$ cat config.mk
export PLATFORM = sky130hd
export DESIGN_NAME = seq_mult_unit
export DESIGN_NICKNAME = d
export VERILOG_FILES = /design/src/rtl/seq_mult_pkg.sv /design/src/rtl/seq_mult_addshift.sv /design/src/rtl/seq_mult_unit.sv
export SDC_FILE = /design/constraint.sdc
export NUM_CORES = 1
export LEC_CHECK = 0
export ABC_AREA = 1
export BUFFER_PORTS_ARGS = -buffer_cell sky130_fd_sc_hd__buf_2
export CORE_AREA = 2 2 187 189
export CTS_CLUSTER_SIZE = 10
export DETAILED_ROUTE_END_ITERATION = 10
export DIE_AREA = 0 0 189 191
export SYNTH_ARGS = -nofsm -noshare
export SYNTH_HDL_FRONTEND = slang
export SYNTH_HIERARCHICAL = 1
export SYNTH_SLANG_ARGS = --single-unit
$ cat constraint.sdc
create_clock -name clk -period 2.65 [get_ports clk]
set_clock_uncertainty 0.15 [all_clocks]
set_input_delay 0.53 -clock clk [delete_from_list [all_inputs] [get_ports clk]]
set_output_delay 0.53 -clock clk [all_outputs]
set_load 0.05 [all_outputs]
$ cat src/rtl/seq_mult_pkg.sv
// Shared definitions for the sequential shift-add multiplier.
// Holds the FSM state encoding and the operand magnitude helper.
package seq_mult_pkg;

    typedef enum logic [1:0] {
        ST_IDLE = 2'd0,
        ST_CALC = 2'd1,
        ST_FIX  = 2'd2
    } state_t;

    // Widest operand the magnitude helper can handle.
    localparam int ABS_MAX_W = 64;

    // Magnitude of a width-bit operand held zero-extended in a 64-bit word.
    // In signed mode a negative operand is negated. -2^(width-1) maps to
    // 2^(width-1), which still fits in width bits when read as unsigned.
    function automatic logic [ABS_MAX_W-1:0] abs_val(
        input logic [ABS_MAX_W-1:0] value,
        input int                   width,
        input logic                 signed_mode
    );
        logic [ABS_MAX_W-1:0] mask;
        logic                 sign_bit;
        mask     = {ABS_MAX_W{1'b1}} >> (ABS_MAX_W - width);
        sign_bit = |(value & (64'd1 << (width - 1)));
        if (signed_mode && sign_bit) begin
            abs_val = (~value + 64'd1) & mask;
        end else begin
            abs_val = value & mask;
        end
    endfunction

endpackage

$ cat src/rtl/seq_mult_addshift.sv
// One shift-add step of the multiplier.
// The upper half of the product gets the multiplicand added when the
// current low multiplier bit is set. The carry is kept as a WIDTH+1-bit sum.
// The whole 2*WIDTH-bit product then shifts right by one.
module seq_mult_addshift #(
    parameter int WIDTH = 32
) (
    input  logic [2*WIDTH-1:0] prod,
    input  logic [WIDTH-1:0]   mcand,
    output logic [2*WIDTH-1:0] prod_next
);

    logic [WIDTH:0] sum;

    // Conditional add into the upper half, then a 1-bit right shift with the carry shifted in.
    always_comb begin
        sum       = {1'b0, prod[2*WIDTH-1:WIDTH]} + (prod[0] ? {1'b0, mcand} : '0);
        prod_next = {sum, prod[WIDTH-1:1]};
    end

endmodule

$ cat src/rtl/seq_mult_unit.sv
// Sequential shift-add multiplier with a start/busy/done handshake.
// Signed requests are handled as sign-magnitude: the operand magnitudes are
// multiplied and the product is negated in FIX when the signs differed.
// Optional feature: define MULT_EARLY_TERM_EN to finish CALC as soon as the
// remaining multiplier bits are all zero. Without it, CALC always takes WIDTH cycles.
// Results are the same either way; only the latency changes.
// WIDTH must be between 4 and 64 (the limit comes from the magnitude helper).
module seq_mult_unit
    import seq_mult_pkg::*;
#(
    parameter  int WIDTH = 32,
    localparam int CNT_W = $clog2(WIDTH) + 1
) (
    input  logic               clk,
    input  logic               rst,
    input  logic               start,
    input  logic               signed_mode,
    input  logic [WIDTH-1:0]   multiplicand,
    input  logic [WIDTH-1:0]   multiplier,
    output logic               busy,
    output logic               done,
    output logic [2*WIDTH-1:0] result
);

    state_t             state, state_next;
    logic [WIDTH-1:0]   a_reg, a_next;
    logic [2*WIDTH-1:0] prod, prod_next;
    logic [2*WIDTH-1:0] step_prod;
    logic [CNT_W-1:0]   counter, counter_next;
    logic               neg, neg_next;
    logic [2*WIDTH-1:0] result_q, result_next;
    logic               done_q, done_next;

    logic [ABS_MAX_W-1:0] a_abs_full, b_abs_full;
    logic [WIDTH-1:0]     a_abs, b_abs;

    assign a_abs_full = abs_val(ABS_MAX_W'(multiplicand), WIDTH, signed_mode);
    assign b_abs_full = abs_val(ABS_MAX_W'(multiplier), WIDTH, signed_mode);
    assign a_abs      = a_abs_full[WIDTH-1:0];
    assign b_abs      = b_abs_full[WIDTH-1:0];

    // Upper bits of the magnitudes are always zero; this keeps them accounted for.
    if (WIDTH < ABS_MAX_W) begin : g_abs_hi
        logic unused_abs_hi;
        assign unused_abs_hi = ^{a_abs_full[ABS_MAX_W-1:WIDTH], b_abs_full[ABS_MAX_W-1:WIDTH]};
    end

`ifdef MULT_EARLY_TERM_EN
    // The mask selects the unprocessed multiplier bits prod[WIDTH-1-counter:0].
    // The shift amount is the number of steps still outstanding.
    logic [WIDTH-1:0] remain_mask;
    logic [CNT_W-1:0] shift_amt;
    assign remain_mask = {WIDTH{1'b1}} >> counter;
    assign shift_amt   = CNT_W'(WIDTH) - counter;
`endif

    seq_mult_addshift #(.WIDTH(WIDTH)) u_addshift (
        .prod      (prod),
        .mcand     (a_reg),
        .prod_next (step_prod)
    );

    assign busy   = (state == ST_CALC) || (state == ST_FIX);
    assign done   = done_q;
    assign result = result_q;

    // Next-state and datapath updates for the IDLE -> CALC -> FIX sequence.
    always_comb begin
        state_next   = state;
        a_next       = a_reg;
        prod_next    = prod;
        counter_next = counter;
        neg_next     = neg;
        result_next  = result_q;
        done_next    = 1'b0;
        case (state)
            ST_IDLE: begin
                if (start) begin
                    a_next       = a_abs;
                    prod_next    = {{WIDTH{1'b0}}, b_abs};
                    counter_next = '0;
                    neg_next     = signed_mode & (multiplicand[WIDTH-1] ^ multiplier[WIDTH-1]);
                    state_next   = ST_CALC;
                end
            end
            ST_CALC: begin
`ifdef MULT_EARLY_TERM_EN
                if ((prod[WIDTH-1:0] & remain_mask) == '0) begin
                    prod_next  = prod >> shift_amt;
                    state_next = ST_FIX;
                end else
`endif
                begin
                    prod_next    = step_prod;
                    counter_next = counter + CNT_W'(1);
                    if (counter == CNT_W'(WIDTH - 1)) begin
                        state_next = ST_FIX;
                    end
                end
            end
            ST_FIX: begin
                result_next = neg ? (~prod + 1'b1) : prod;
                done_next   = 1'b1;
                state_next  = ST_IDLE;
            end
            default: begin
                state_next = ST_IDLE;
            end
        endcase
    end

    // State and datapath registers; reset aborts any operation in flight.
    always_ff @(posedge clk) begin
        if (rst) begin
            state    <= ST_IDLE;
            a_reg    <= '0;
            prod     <= '0;
            counter  <= '0;
            neg      <= 1'b0;
            result_q <= '0;
            done_q   <= 1'b0;
        end else begin
            state    <= state_next;
            a_reg    <= a_next;
            prod     <= prod_next;
            counter  <= counter_next;
            neg      <= neg_next;
            result_q <= result_next;
            done_q   <= done_next;
        end
    end

endmodule
# Yosys cells after proc, flatten, opt, wreduce, memory -nomap -nowiden
# Cells that the tools add are included.
[word_totals]
register_bits = 170
input_bits = 68
out_inout_bits = 66
[classes]
add_sub_neg = 5
n_eq_ne = 5
muxes = 12
bitwise_logic = 5
n_reduce_logical = 8
[op_table]
columns = ["operator", "count"]
rows = [
  ["64-bit 2-to-1 mux", 2],
  ["64-bit one-hot mux with 2 select lines", 1],
  ["32-bit 2-to-1 mux", 3],
  ["32-bit by 1-bit adder with 32-bit output (second input constant)", 2],
  ["64-bit by 1-bit adder with 64-bit output (second input constant)", 1],
  ["32-bit NOT", 2],
  ["64-bit NOT", 1],
  ["32-bit by 33-bit adder with 33-bit output", 1],
  ["6-bit one-hot mux with 2 select lines", 1],
  ["6-bit by 1-bit adder with 6-bit output (second input constant)", 1],
  ["6-bit by 5-bit equality test with 1-bit output (second input constant)", 1],
  ["6-bit 2-to-1 mux", 1],
  ["2-bit AND reduction", 3],
  ["2-bit 2-to-1 mux", 2],
  ["2-bit one-hot mux with 2 select lines", 1],
  ["2-bit by 1-bit equality test with 1-bit output (second input constant)", 1],
  ["2-bit equality test (second input constant)", 1],
  ["1-bit logical AND", 2],
  ["2-bit logical NOT", 1],
  ["2-bit by 1-bit inequality test with 1-bit output (second input constant)", 1],
  ["2-bit inequality test (second input constant)", 1],
  ["2-bit nonzero test", 1],
  ["1-bit AND", 1],
  ["1-bit logical OR", 1],
  ["other kinds (2)", 2],
]

# Longest topological paths before layout
[logic_depth]
word_depth = 5
ltp_mapped = 16
ltp_nobuf = 16

# Hierarchy
# Netlist, hierarchy kept.
[by_module_without_submodules]
columns = ["mod", "instances", "cells_each", "area_each_um2", "seq_area_each_um2"]
rows = [
  ["seq_mult_unit", 1, 1722, 10586.4, 3403.3],
  ["seq_mult_addshift", 1, 603, 2870.3, 0.0],
]

# Worst setup path after synthesis
# OpenSTA, ideal clock, no wires.
[synth_path]
path_type = "reg-to-reg"
startpoint = "reg prod[0]"
endpoint = "reg prod[60]"
setup_time_ns = 0.132
arrival_ns = 1.896
required_time_ns = 2.368
slack_ns = 0.472
path_stages_with_launch = 16
synth_period_minus_slack_ns = 2.178
cell_sequence = "dfxtp_1 clkbuf_1 nand2_1 inv_1 ha_1 or2_1 nand3_1 nand2_1 nand2_1 nand2_1 nand2_1 nand2_1 nand2_1 nand2_1 nand2_1 a21oi_1"
[synth_via]
elab_chain_len = 3
[synth_rtl]
columns = ["item", "line", "text"]
rows = [
  ["start, declared", "seq_mult_unit.sv:27", "logic [2*WIDTH-1:0] prod, prod_next;"],
  ["start signal, assigned", "seq_mult_unit.sv:125", "prod <= prod_next;"],
  ["32-bit 2-to-1 mux", "seq_mult_addshift.sv:17", "sum = {1'b0, prod[2*WIDTH-1:WIDTH]} + (prod[0] ? {1'b0, mcand} : '0);"],
  ["32-bit by 33-bit adder with 33-bit output", "seq_mult_addshift.sv:17", ""],
  ["net step_prod[60]", "seq_mult_unit.sv:28", "logic [2*WIDTH-1:0] step_prod;"],
  ["64-bit one-hot mux with 2 select lines", "seq_mult_unit.sv:76", "case (state)"],
]
# The timed path passes the listed nets, and every way through them passes these cells.
# A chain may end at the register's enable or synchronous reset.

# Final worst setup path
[layout_path]
startpoint = "reg prod[0]"
endpoint = "reg prod[63]"
# Same word-level chain as after synthesis.

==> impl_results.md <==
- Status: finished, final reports clean
- Largest family of logic cells by synthesized area: simple AND/OR/NAND/NOR gates
- HPWL after detailed placement: 33.4 mm
- Number of DRC markers in iteration 0: 1,141
- Max-slew violations: 0
- Distinct cells, synth: 51
- # nets final: 2,504
- CTS HTree Levels: 4
- Xor/xnor share of the synthesized area: 3.64%
- IO Port Bufs: 133
- Syn Inst Count: 2,325
- CTS Sinks: 170
- Die Area: 36,100 µm²
- Clock Tree Buf Depth: 2
- Mux cell area share after synthesis: 0%
- Final worst path period share: 91.2%
- Post-DR vias/cell: 4.95
- GRT Overall Usage: 23.7%
- Initial Utilization: 39.4%
- Count of final setup violators: 0
- Min Tclk post-route: 2.42 ns
- Max layer used: met4
- Io pins: 134
- DRT met1 WL: 21.2 mm
- Placed insts: 2,832
- Synth warn: 6
- Clk Latency, worst-skew pair: 0.45 ns
- Pwr/cell area: 950 nW/µm²
- WL met3: 2.28 mm
- First-pass GRT wire length: 68.5 mm
- Prevailing post-synth register cell: dfxtp_1
- Post-synthesis compound-gate area fraction: 12.2%
- Total power: 14,200 µW
- Row Count: 68
- Total congestion overflow: 0
- Met2 WL: 18.7 mm
- Number of post-CTS setup repair buffers: 0
- DRC Markers: 0
- Fin. Hold Viols: 0
- Type of the worst setup path: flop to flop
- Post-synthesis adder-cell area fraction: 3.77%
- WP data required: 2.87 ns
- CP endpoint kind: flop
- Ant. Diodes: 0
- Clock Tree Root: clkbuf_16
- Net Count, Synth: 2,433
- CP dominant cell by count: nand2_1
- Routed Antenna Nets: 0
- RSZ-0062 raised after global routing: false
- Syn avg cell area: 5.79 µm²
- Max transition margin: 43.2%
- Hold WC Path Type: primary input to flop
- Achievable clock frequency: 414 MHz
- Register bit total from synthesis: 170
- Num CTS Buffers: 17
- CTS tree: yes
- Setup TNS: 0 ns
- Clock-pin slew on the worst setup and hold paths: 0.07 ns
- Routability Congestion: 0.916
- Slowest stage cell, crit path: ha_1
- Worst EP arrival: 2.63 ns
- Die W: 189 µm
- Seq/Total Area, Yosys: 25.3%
- Largest net degree at the start of global routing: 108
- Non-Filler Instances: 2,863
- Max-Cap Viols: 0
- Initial antenna violation count: 0
- EDFF count, synth: 0
- Leakage: 0.00805 µW
- Area Overhead vs Synth: 11.3%
- Share of cells above drive strength 1: 10.4%
- Slew @ Worst Pin: 0.847 ns
- Cell Chain, Critical Path: buf_12, nand2_1, inv_1, ha_1, nand2_1, nor2_2, inv_1, nor2_2, nand3_1, nand3_1, nand2_1, nand2_1, nand2_1, a21oi_1
- Placeable Area: 34,100 µm²
- Crit Path Max Fanout: 33
- Total vias in the final route: 14,186
- First-pass DRT Iterations: 7
- Worst vdd ir: 0.494 mV
- Async set or reset register ratio after synthesis: 0%
- WL per Instance: 15.0 µm
- DIE HEIGHT: 191 µm
- Vias in the first global route: 13,004
- Synth Cell Area: 13,500 µm²
- Setup crit start kind: flop
- Detailed Route WL: 42.8 mm
- Synth Area in Simple Gates: 41.6%
- CP peak stage delay: 0.37 ns
==> what timing repair did <==
action / in CTS / in global routing
hold buffers: 0 / 0
setup endpoints to repair: 0 / 2
gates resized for setup: 0 / 2
==> metrics by stage <==
stage,instance area (µm²),hold slack [ns],worst slack (ns),util (%)
detailed placement,14400,0.320,0.256,42.2
floorplan,13500,0.307,0.472,-
CTS,15000,0.211,0.233,43.9
finish,15000,0.227,0.234,43.9
global placement,14400,0.307,0.257,42.2
global route,15000,0.224,0.0204,43.9
==> cells in the final DEF (no fill, tap or decap), types with 7 or more instances in the layout <==
cell,netlist,routed
a21oi_1,139,138
buf_12,0,8
buf_2,17,132
buf_4,34,18
clkbuf_16,0,17
dfxtp_1,170,169
ha_1,39,38
inv_1,323,322
nand2_1,711,711
nand2_2,16,16
nand3_1,168,168
nand3_2,8,8
nand3b_1,8,8
nand4_1,26,26
nor2_1,351,350
nor2_2,9,10
nor2_4,7,7
nor3_1,15,15
o211ai_1,14,14
o21ai_0,87,87
o21ai_1,13,13
o221ai_1,13,13
xnor2_1,9,9
xor2_1,47,47
==> synthesized netlist by cell type (3+ instances only) <==
cell	count	area share, %
a21oi_1	139	5.2
or2_2	3	0.14
nand3_4	3	0.39
nand3_2	8	0.60
buf_2	17	0.63
nand2_2	16	0.74
a211oi_1	3	0.17
nand3b_1	8	0.45
xnor2_1	9	0.59
inv_1	323	9.0
nand3_1	168	6.2
buf_1	3	0.084
nand4_1	26	1.2
xor2_1	47	3.1
o21ai_1	13	0.48
o211ai_1	14	0.78
clkbuf_1	47	1.3
o221ai_1	13	0.85
buf_4	34	1.9
nor3_1	15	0.56
nor2_1	351	9.8
a31oi_1	5	0.23
nand2_1	711	20
dfxtp_1	170	25
ha_1	39	3.6
inv_2	3	0.084
nor2_2	9	0.42
o21ai_0	87	3.2
o21ai_2	4	0.26
nor2_4	7	0.59
==> kinds of logic after synthesis <==
group	Yosys count
compound gates	290
flops	170
buf+inv	434
fa+ha+maj	40
xor+xnor	56
simple gates	1335
==> layout make-up <==
class                   count  area [µm²]
fillers                  3786       19100
clock inverters            12         119
well taps                 455         569
inverters                 328        1230
repair buffers            158         956
flip-flops and latches    170        3400
clock buffers              19         433
multi-input cells        1721        8260
==> critical path, delay by kind of cell (launching register included) <==
family,cells,cell delay [ns]
flops,1,0.33
compound gates,1,0.16
simple gates,9,1.03
buf+inv,3,0.29
fa+ha+maj,1,0.37
==> where the power goes <==
| group | internal (µW) | leakage [µW] | switching [µW] |
|---|---|---|---|
| logic | 2310 | 0.00640 | 5550 |
| clock network | 1300 | 0.000266 | 1150 |
| registers | 3250 | 0.00139 | 668 |
==> routing by layer <==
layer | vias up | GRT usage, %
met5 | - | 0
met4 | 0 | 5.71
met3 | 38 | 3.05
met2 | 399 | 38.0
met1 | 6327 | 33.6
li1 | 7422 | -
==> path summary, 6_finish.rpt <==
check / depth (start not counted) / to / startpoint / slack [ns]
min reg2reg: 2 / result[19]$_SDFFE_PP0P_ / result[19]$_SDFFE_PP0P_ / 0.33
min: 3 / a_reg[23]$_SDFFE_PP0P_ / multiplicand[23] / 0.23
max reg2reg: 14 / prod[63]$_SDFFE_PP0P_ / prod[0]$_SDFFE_PP0P_ / 0.23
max: 14 / prod[63]$_SDFFE_PP0P_ / prod[0]$_SDFFE_PP0P_ / 0.23
Note: power is estimated with default switching activity, not from simulation.
